===== src/rtl/disp_pkg.sv =====
// Shared types and constants for the multiplexed seven-segment scan path.
package disp_pkg;

  // Per-slot sequencing: dead-time, lit window, then dark until the slot ends.
  typedef enum logic [1:0] {
    S_BLANK = 2'd0,
    S_ON    = 2'd1,
    S_DARK  = 2'd2
  } scan_state_t;

  localparam int         NUM_DIGITS = 8;
  localparam logic [7:0] ANODES_OFF = 8'hFF;

  // Active-low one-cold anode pattern for a single digit.
  function automatic logic [7:0] digit_anode(input logic [2:0] sel);
    logic [7:0] oneHot;
    oneHot = 8'b0000_0001 << sel;
    return ~oneHot;
  endfunction

endpackage


===== src/rtl/slot_timer.sv =====
// Digit-slot phase counter: counts 0..SLOT_CYC-1 and flags the slot's last
// cycle (wrap) and the last cycle of the ghosting dead-time (blank end).
module slot_timer #(
  parameter  int SLOT_CYC  = 100000,
  parameter  int BLANK_CYC = 64,
  localparam int PW        = $clog2(SLOT_CYC)
) (
  input  logic          clock,
  input  logic          reset,
  output logic [PW-1:0] phase_o,
  output logic          wrap_o,
  output logic          blankEnd_o
);

  localparam logic [PW-1:0] LAST_PHASE  = PW'(SLOT_CYC - 1);
  localparam logic [PW-1:0] BLANK_LAST  = PW'(BLANK_CYC - 1);

  logic [PW-1:0] phase_q;
  logic [PW-1:0] phase_d;

  assign phase_o    = phase_q;
  assign wrap_o     = (phase_q == LAST_PHASE);
  assign blankEnd_o = (phase_q == BLANK_LAST);

  // Next phase: advance every cycle, returning to zero after the last cycle.
  always_comb begin
    phase_d = phase_q + 1'b1;
    if (wrap_o) begin
      phase_d = '0;
    end
  end

  // Phase register, cleared asynchronously by the active-low reset.
  always_ff @(posedge clock or negedge reset) begin
    if (!reset) begin
      phase_q <= '0;
    end else begin
      phase_q <= phase_d;
    end
  end

endmodule


===== src/rtl/display_scan_ctrl.sv =====
// Scan sequencer for the 8-digit multiplexed display: timed digit slots with
// dead-time, brightness PWM, leading-zero / per-digit blanking and a load
// handshake that only swaps the displayed value at a frame boundary.
module display_scan_ctrl
  import disp_pkg::*;
#(
  parameter int SLOT_CYC  = 100000,
  parameter int BLANK_CYC = 64,
  parameter int DIGITS    = 8
) (
  input  logic        clock,
  input  logic        reset,
  input  logic [31:0] value_in,
  input  logic        load_valid,
  output logic        load_ready,
  input  logic [7:0]  digit_en,
  input  logic        lz_blank,
  input  logic [2:0]  brightness,
  output logic [2:0]  digit_sel,
  output logic [3:0]  nibble,
  output logic [7:0]  anodes,
  output logic        frame_done
);

  localparam int PW  = $clog2(SLOT_CYC);
  localparam int W   = SLOT_CYC - BLANK_CYC;
  localparam int PRW = PW + 4;

  localparam logic [2:0]    LAST_DIGIT = 3'(DIGITS - 1);
  localparam logic [PW-1:0] ON_BASE    = PW'(BLANK_CYC - 1);
  localparam logic [PRW-1:0] W_WIDE    = PRW'(W);

  logic [PW-1:0] phase;
  logic          wrap;
  logic          blankEnd;
  logic          slotStart;

  scan_state_t   state_q, state_d;
  logic [2:0]    digitSel_q, digitSel_d;
  logic [31:0]   active_q, active_d;
  logic [31:0]   shadow_q, shadow_d;
  logic          pending_q, pending_d;
  logic [PW-1:0] onTime_q, onTime_d;

  logic [PRW-1:0] onProduct;
  logic [PW-1:0]  onEndPhase;
  logic           accept;
  logic [7:0]     litVec;
  logic           upperZero;

  slot_timer #(
    .SLOT_CYC  (SLOT_CYC),
    .BLANK_CYC (BLANK_CYC)
  ) u_slot_timer (
    .clock      (clock),
    .reset      (reset),
    .phase_o    (phase),
    .wrap_o     (wrap),
    .blankEnd_o (blankEnd)
  );

  assign slotStart  = (phase == '0);
  assign frame_done = wrap && (digitSel_q == LAST_DIGIT);
  assign load_ready = !pending_q;
  assign accept     = load_valid && !pending_q;
  assign digit_sel  = digitSel_q;
  assign nibble     = active_q[{digitSel_q, 2'b00} +: 4];

  // On-time for the coming slot: W*(brightness+1)/8, held for the whole slot.
  always_comb begin
    onProduct = W_WIDE * PRW'({1'b0, brightness} + 4'd1);
    onTime_d  = onTime_q;
    if (slotStart) begin
      onTime_d = PW'(onProduct >> 3);
    end
    onEndPhase = ON_BASE + onTime_q;
  end

  // Slot state: dead-time, lit for the on-time, dark until the slot wraps.
  always_comb begin
    state_d = state_q;
    unique case (state_q)
      S_BLANK: begin
        if (blankEnd) begin
          state_d = S_ON;
        end
      end
      S_ON: begin
        if (phase == onEndPhase) begin
          state_d = S_DARK;
        end
      end
      S_DARK: begin
        state_d = S_DARK;
      end
      default: begin
        state_d = S_BLANK;
      end
    endcase
    if (wrap) begin
      state_d = S_BLANK;
    end
  end

  // Digit index advances once per slot and cycles through all digits.
  always_comb begin
    digitSel_d = digitSel_q;
    if (wrap) begin
      if (digitSel_q == LAST_DIGIT) begin
        digitSel_d = '0;
      end else begin
        digitSel_d = digitSel_q + 3'd1;
      end
    end
  end

  // Load handshake: capture into the shadow, commit only at a frame boundary.
  always_comb begin
    shadow_d  = shadow_q;
    pending_d = pending_q;
    active_d  = active_q;
    if (frame_done && pending_q) begin
      active_d  = shadow_q;
      pending_d = 1'b0;
    end else if (accept) begin
      shadow_d  = value_in;
      pending_d = 1'b1;
    end
  end

  // Per-digit light permission: enabled and not a suppressed leading zero.
  always_comb begin
    upperZero = 1'b1;
    litVec    = '0;
    for (int i = NUM_DIGITS - 1; i >= 0; i--) begin
      upperZero = upperZero && (active_q[4*i +: 4] == 4'h0);
      litVec[i] = digit_en[i] && !(lz_blank && (i != 0) && upperZero);
    end
  end

  // Anode drive: only the selected digit, only in the lit window.
  always_comb begin
    anodes = ANODES_OFF;
    if ((state_q == S_ON) && litVec[digitSel_q]) begin
      anodes = digit_anode(digitSel_q);
    end
  end

  // Controller state registers, cleared asynchronously by the active-low reset.
  always_ff @(posedge clock or negedge reset) begin
    if (!reset) begin
      state_q    <= S_BLANK;
      digitSel_q <= '0;
      active_q   <= '0;
      shadow_q   <= '0;
      pending_q  <= 1'b0;
      onTime_q   <= '0;
    end else begin
      state_q    <= state_d;
      digitSel_q <= digitSel_d;
      active_q   <= active_d;
      shadow_q   <= shadow_d;
      pending_q  <= pending_d;
      onTime_q   <= onTime_d;
    end
  end

endmodule


===== config.mk =====
export PLATFORM = sky130hd
export DESIGN_NAME = display_scan_ctrl
export DESIGN_NICKNAME = d
export VERILOG_FILES = /design/src/rtl/disp_pkg.sv /design/src/rtl/slot_timer.sv /design/src/rtl/display_scan_ctrl.sv
export SDC_FILE = /design/constraint.sdc
export NUM_CORES = 1
export LEC_CHECK = 0
export CAP_MARGIN = 20
export CELL_PAD_IN_SITES_DETAIL_PLACEMENT = 1
export CELL_PAD_IN_SITES_GLOBAL_PLACEMENT = 2
export CORE_MARGIN = 3
export CORE_UTILIZATION = 34
export CTS_CLUSTER_DIAMETER = 150
export DETAILED_ROUTE_END_ITERATION = 10
export GPL_ROUTABILITY_DRIVEN = 0
export PLACE_DENSITY = 0.75
export SYNTH_ARGS = -nofsm -noshare
export SYNTH_HDL_FRONTEND = slang
export SYNTH_SLANG_ARGS = --single-unit

===== constraint.sdc =====
create_clock -name clock -period 2.3 [get_ports clock]
set_input_delay 0.23 -clock clock [delete_from_list [all_inputs] [get_ports clock]]
set_output_delay 0.23 -clock clock [all_outputs]
set_load 0.05 [all_outputs]

==> results.toml, run 1 <==
[setup_path]
r2r-end = "state_q[0]"
reg2reg_depth = 9
end_kind = "output port"
path_class = "register to output port"
required_ps = 2070
rrSetupSlack_ps = 0
startpoint_type = "register"
r2r_start = "onTime_q[2]"
cp_data_arrival_time_ps = 2520
critPathMaxFanout = 3

[pwr]
powerDensity_mw_per_mm2 = 543.3
swShare_pct = 28.23
intPower_w = 0.003071
p_seq_share_pct = 47.0
switchingPower_w = 0.001208
comb_power_share_pct = 16.5
peakVddDrop_v = 0.0003371
pwr-share-clk_pct = 36.5
power_leakage_nw = 3.675

[clock_tree]
htree_levels = 3
cts.sinks = 101
cts_tree = "yes"
worstSkewPairLatency_ps = 360
cts_made_buffers = 9
clockBufferDepth = 2
ctsRootBufferMaster = "clkbuf_16"
clkTransAtPathRegs_ps = 80

[global_route]
gr-total-overflow = 0
antenna_found_initial = 0
grt_use_met3_pct = 2.981
grt_usage_pct = 17.54
grt_max_degree = 56
gr-usage-met1_pct = 23.16
grt_busiest_layer = "met2"
grt_pass1_vias = 4742
grt_pass1_wl_um = 25450
use_met2_pct = 30.14

[cells_and_area]
drive_gt1_share_pct = 39.66
multiInputGateArea_mm2 = 0.003237
stdcell_count = 864
final_common_cell = "dfrtp_1"
final_cell_mix = "100 x dfrtp_1, 95 x buf_4, 45 x clkdlybuf4s50_1, 43 x nand2_1, 37 x mux2_2"
filler_cell_count = 1721
fin_nets = 714
seqCellArea_mm2 = 0.002529
diodes = 0
syn_to_final_growth_pct = 38.96

[route]
drt-vias-per-instance = 4.984
route.vias.total = 4306
drcViolationCount = 0
wl_um = 15560
avgRoutedWirePerCell_um = 18.00
first_pass_iters = 4
dr.first_iter.drc_count = 159
drtAntennaViolNets = 0

[synthesis]
syn_area_per_cell_um2 = 11.34
synth_cell_type_count = 60
synthCells = 500
synthTopCellsByArea = "dfrtp_1 45%, mux2_4 7.7%, mux2_2 7.4%"
yosysTopAreaCellShare_pct = 44.59
synth_area_mm2 = 0.005668
ys_warn_count = 0
synth_seq_cells = 101
synth_enable_flop_cells = 0
synth_top_cell_by_area = "dfrtp_1"
ys_seq_area_share_pct = 44.59
synth_flop_cell = "dfrtp_1"
syn-num-nets = 571
async_flop_share_pct = 100.0

[place]
hpwlAfterDp_um = 11710
io_buffers = 63
dp_cells = 833

[floorplanning]
ios = 64
die_h_um = 135.1
core_area_mm2 = 0.01612
die_area_mm2 = 0.01826
start_util_pct = 35.17
die_w_um = 135.1
rows = 46

[timing]
setup_viol = 8
clock.fmax_ghz = 0.3635
fin_crit_ps = 2751
worst_slew_pin_slew_ps = 720.4
maxSlewViolCount = 0
fin_hold_ws_ps = 457.2
rsz0062_at_grt = "yes"
finClkSkew_ps = 16.21
fin_ws_ps = -451.3
hold_viol = 0
fin_crit_sh_pct = 119.6
maxSlewHeadroom_pct = 51.97

[hold_path]
min_path_type = "input pin to async pin"

[outcome]
violations = "negative setup slack"
run_status = "complete, but fails checks"

[flow_run]
cap_violations = 0
==> synthesized netlist by cell type (4+ instances only) <==
cell / instances
clkbuf_1: 10
or4_1: 6
and3_1: 5
a21oi_1: 11
inv_1: 20
nor4_1: 9
buf_6: 4
mux2_4: 29
nor2b_1: 4
and2_1: 5
nor3_1: 6
nor2_1: 18
mux4_2: 8
xor2_1: 19
dfrtp_1: 101
buf_2: 9
o21a_1: 4
nand4_1: 6
a31oi_1: 4
ha_1: 24
mux2_2: 37
xnor2_1: 21
nand2_1: 48
nand3_1: 20
o21ai_0: 21
==> kinds of logic (layout without fill, tap and decap cells) <==
group | Yosys count | in the layout | share of synthesized area (%)
compound gates | 58 | 58 | 6.424
buf+inv | 47 | 195 | 3.863
fa+ha+maj | 24 | 24 | 5.298
simple gates | 153 | 153 | 14.90
flops | 101 | 101 | 44.59
xor+xnor | 40 | 40 | 6.181
mux | 77 | 77 | 18.74
==> cell type report <==
class                      count  area share [%]
sequential                   101           32.10
inverter                      20          0.9531
tap                          216           3.431
multi-input combinational    352           41.10
clock inverter                 7           1.096
clock buffer                   9           2.859
timing repair buffer         159           18.46
==> power groups by stage <==
stage          logic [W]  registers, W  clock network (W)
4_1_cts         0.000683       0.00201            0.00162
6_report        0.000705       0.00201            0.00156
3_3_place_gp    0.000607       0.00203                  0
2_1_floorplan   0.000357       0.00200                  0
3_5_place_dp    0.000639       0.00204                  0
5_1_grt         0.000783       0.00203            0.00170
==> registers in the layout, indices dropped and copies added, names as in the netlist <==
register and cells:
onTime_q 14, digit_sel 3, u_slot_timer.phase_o 17, shadow_q 32
state_q 2, active_q 32, pending_q 1
==> critical path, cell delays in order, from the launching register on <==
cell	delay, ps
dfrtp_1	420
nor4_4	300
buf_4	160
nand4_1	190
buf_4	220
buf_4	130
a211oi_2	200
a311oi_2	90
a21o_1	220
nand2_2	100
buf_12	140
==> per-stage QoR <==
| step | setup TNS [ps] | power (W) | worst slack [ps] | utilization, % | area, um2 |
|---|---|---|---|---|---|
| final | -3285 | 0.004280 | -451.3 | 48.87 | 7876 |
| after global routing | -4426 | 0.004512 | -557.8 | 48.87 | 7876 |
| after CTS | -3210 | 0.004319 | -446.5 | 48.21 | 7770 |
| after detailed placement | -6020 | 0.002683 | -743.4 | 44.74 | 7211 |
| after global placement | -4657 | 0.002638 | -644.1 | 44.74 | 7211 |
| after floorplan | -168.7 | 0.002355 | -108.1 | - | 5787 |
==> routing by layer <==
metal | part of all wire [%] | wire length [um] | up-vias
met5 | 0 | 0 | -
met4 | 1.3 | 209 | 0
met3 | 3.1 | 489 | 14
met2 | 51 | 7968 | 63
met1 | 44 | 6887 | 2177
li1 | - | - | 2052
==> repair_timing <==
item,CTS,global route
hold buffers,1,0
endpoints found under the setup margin,16,17
resized for setup,49,13
endpoints found under the hold margin,53,0
setup buffers,10,5
pin swaps,19,15
==> worst max path at each step <==
stage | slack [ps] | cells past startpoint | endpoint | from
after global routing | -560 | 9 | anodes[3] | active_q[28]
after CTS | -450 | 10 | anodes[7] | active_q[31]
final | -450 | 10 | anodes[7] | active_q[28]
after detailed placement | -740 | 14 | onTime_q[15] | brightness[0]
after floorplan | -110 | 13 | onTime_q[15] | brightness[1]
after global placement | -640 | 14 | onTime_q[15] | brightness[1]
(Power assumes the default switching activity.)
==> run 2, diff against run 1 <==
CORE_MARGIN = not set   (was 3)
==> results.toml, run 2 (same netlist as run 1, synthesis figures left out) <==
[floorplanning]
die_area_mm2 = 0.01719
die_w_um = 131.1
start_util_pct = 35.30
ios = 64
rows = 46
core_area_mm2 = 0.01606
die_h_um = 131.1

[setup_path]
r2r-end = "state_q[1]"
critPathLaunch = "active_q[31]"
rrSetupSlack_ps = 110
reg2reg_depth = 7
cp_data_arrival_time_ps = 2570
required_ps = 2070
r2r_start = "onTime_q[3]"
startpoint_type = "register"
critPathMaxFanout = 4
crit_path_end = "anodes[3]"
end_kind = "output port"
path_class = "register to output port"

[timing]
hold_viol = 0
fin_ws_ps = -503.4
finClkSkew_ps = 8.097
clock.fmax_ghz = 0.3567
worst_slew_pin_slew_ps = 673.4
fin_crit_ps = 2803
rsz0062_at_grt = "yes"
fin_hold_ws_ps = 380.5
setup_viol = 8
maxSlewHeadroom_pct = 55.01
tns_ps = -3559
maxSlewViolCount = 0
fin_crit_sh_pct = 121.9

[global_route]
antenna_found_initial = 0
grt_max_degree = 47
gr-total-overflow = 0
grt_pass1_vias = 4715
grt_pass1_wl_um = 25140
grt_usage_pct = 18.60

[pwr]
switchingPower_w = 0.001137
comb_power_share_pct = 15.8
power_w = 0.004268
powerDensity_mw_per_mm2 = 545.6
swShare_pct = 26.64
pwr-share-clk_pct = 37.0
peakVddDrop_v = 0.0003863
power_leakage_nw = 3.630
p_seq_share_pct = 47.2
intPower_w = 0.003131

[clock_tree]
clkTransAtPathRegs_ps = 70
cts_tree = "yes"
cts.sinks = 101
clockBufferDepth = 2
worstSkewPairLatency_ps = 350
ctsRootBufferMaster = "clkbuf_16"
htree_levels = 3
cts_made_buffers = 9

[cells_and_area]
diodes = 0
filler_cell_count = 1714
final_core_util_pct = 48.71
fin_nets = 711
final_cell_mix = "101 x dfrtp_1, 92 x buf_4, 45 x clkdlybuf4s50_1, 43 x nand2_1, 37 x mux2_2"
drive_gt1_share_pct = 38.45
final_common_cell = "dfrtp_1"
syn_to_final_growth_pct = 38.01

[hold_path]
worstHoldStart = "brightness[0]"
min_path_type = "input pin to register"

[route]
wl_um = 15080
wl_met2_um = 7640
met3_length_um = 387
drtAntennaViolNets = 0
first_pass_iters = 4
drcViolationCount = 0
avgRoutedWirePerCell_um = 17.52
drt-vias-per-instance = 4.969
route.vias.total = 4278
wl_met1_um = 6946
highest_layer = "met4"
dr.first_iter.drc_count = 108

[flow_run]
cap_violations = 0

[outcome]
violations = "negative setup slack"
run_status = "complete, but fails checks"

[place]
io_buffers = 63
hpwlAfterDp_um = 11450
dp_slack_ps = -744.4
## run 2: changes by cell type in the layout (fill, tap and decap cells not counted), sizes merged
cell | previous run | this run
buf | 112 | 110
bufinv | 0 | 1
clkdlybuf4s15 | 1 | 0
clkinvlp | 0 | 1
clkinv | 3 | 1
## run 2: worst min path at each step
stage / to / slack (ps) / depth (start not counted)
after CTS: onTime_q[2] / 420 / 4
final: onTime_q[2] / 380 / 4
after floorplan: active_q[0] / -70 / 0
after global routing: onTime_q[2] / 410 / 4
after global placement: onTime_q[13] / 290 / 1
after detailed placement: onTime_q[13] / 290 / 1
## run 2: power groups by stage
stage	Combinational, W	Clock [W]	Sequential [W]
floorplan	0.000357	0	0.00200
global placement	0.000602	0	0.00203
detailed placement	0.000630	0	0.00204
CTS	0.000645	0.00162	0.00201
global route	0.000746	0.00168	0.00203
finish	0.000674	0.00158	0.00202
## run 2: final cells by class
class                           instances  area [um2]  area share, %
Multi-Input combinational cell        352        3199          40.90
Clock buffer                            9       225.2          2.879
Tap cell                              216       270.3          3.455
Timing Repair Buffer                  156        1445          18.47
Sequential cell                       101        2527          32.31
Clock inverter                          7       80.08          1.024
Inverter                               20       75.07         0.9597
## run 2: worst max-delay path: stages, from the launching register on
cell	delay [ps]
dfrtp_1	410
nor4_2	320
buf_4	160
nand4_1	200
o41ai_1	430
o21ai_0	130
o21a_2	160
a21o_1	190
nand2_2	80
buf_12	130
## run 2: layer usage
layer,up-vias,track usage [%]
met1,2162,24.04
met2,61,31.91
met4,0,4.902
met5,-,0
met3,7,3.279
li1,2048,-
## run 2: what timing repair did
| item | in CTS | in global routing |
|---|---|---|
| hold endpoints to repair | 44 | 0 |
| resized for setup | 30 | 30 |
| setup endpoints to repair | 17 | 13 |
| setup buffers | 3 | 5 |
| pin swaps | 11 | 25 |
| hold buffers | 1 | 0 |
## run 2: through the flow
| stage | instances | area, um2 |
|---|---|---|
| 6_report | 861 | 7823 |
| 5_1_grt | 861 | 7823 |
| 4_1_cts | 856 | 7645 |
| 3_5_place_dp | 836 | 7233 |
| 3_3_place_gp | 836 | 7233 |
| 2_1_floorplan | 500 | 5787 |
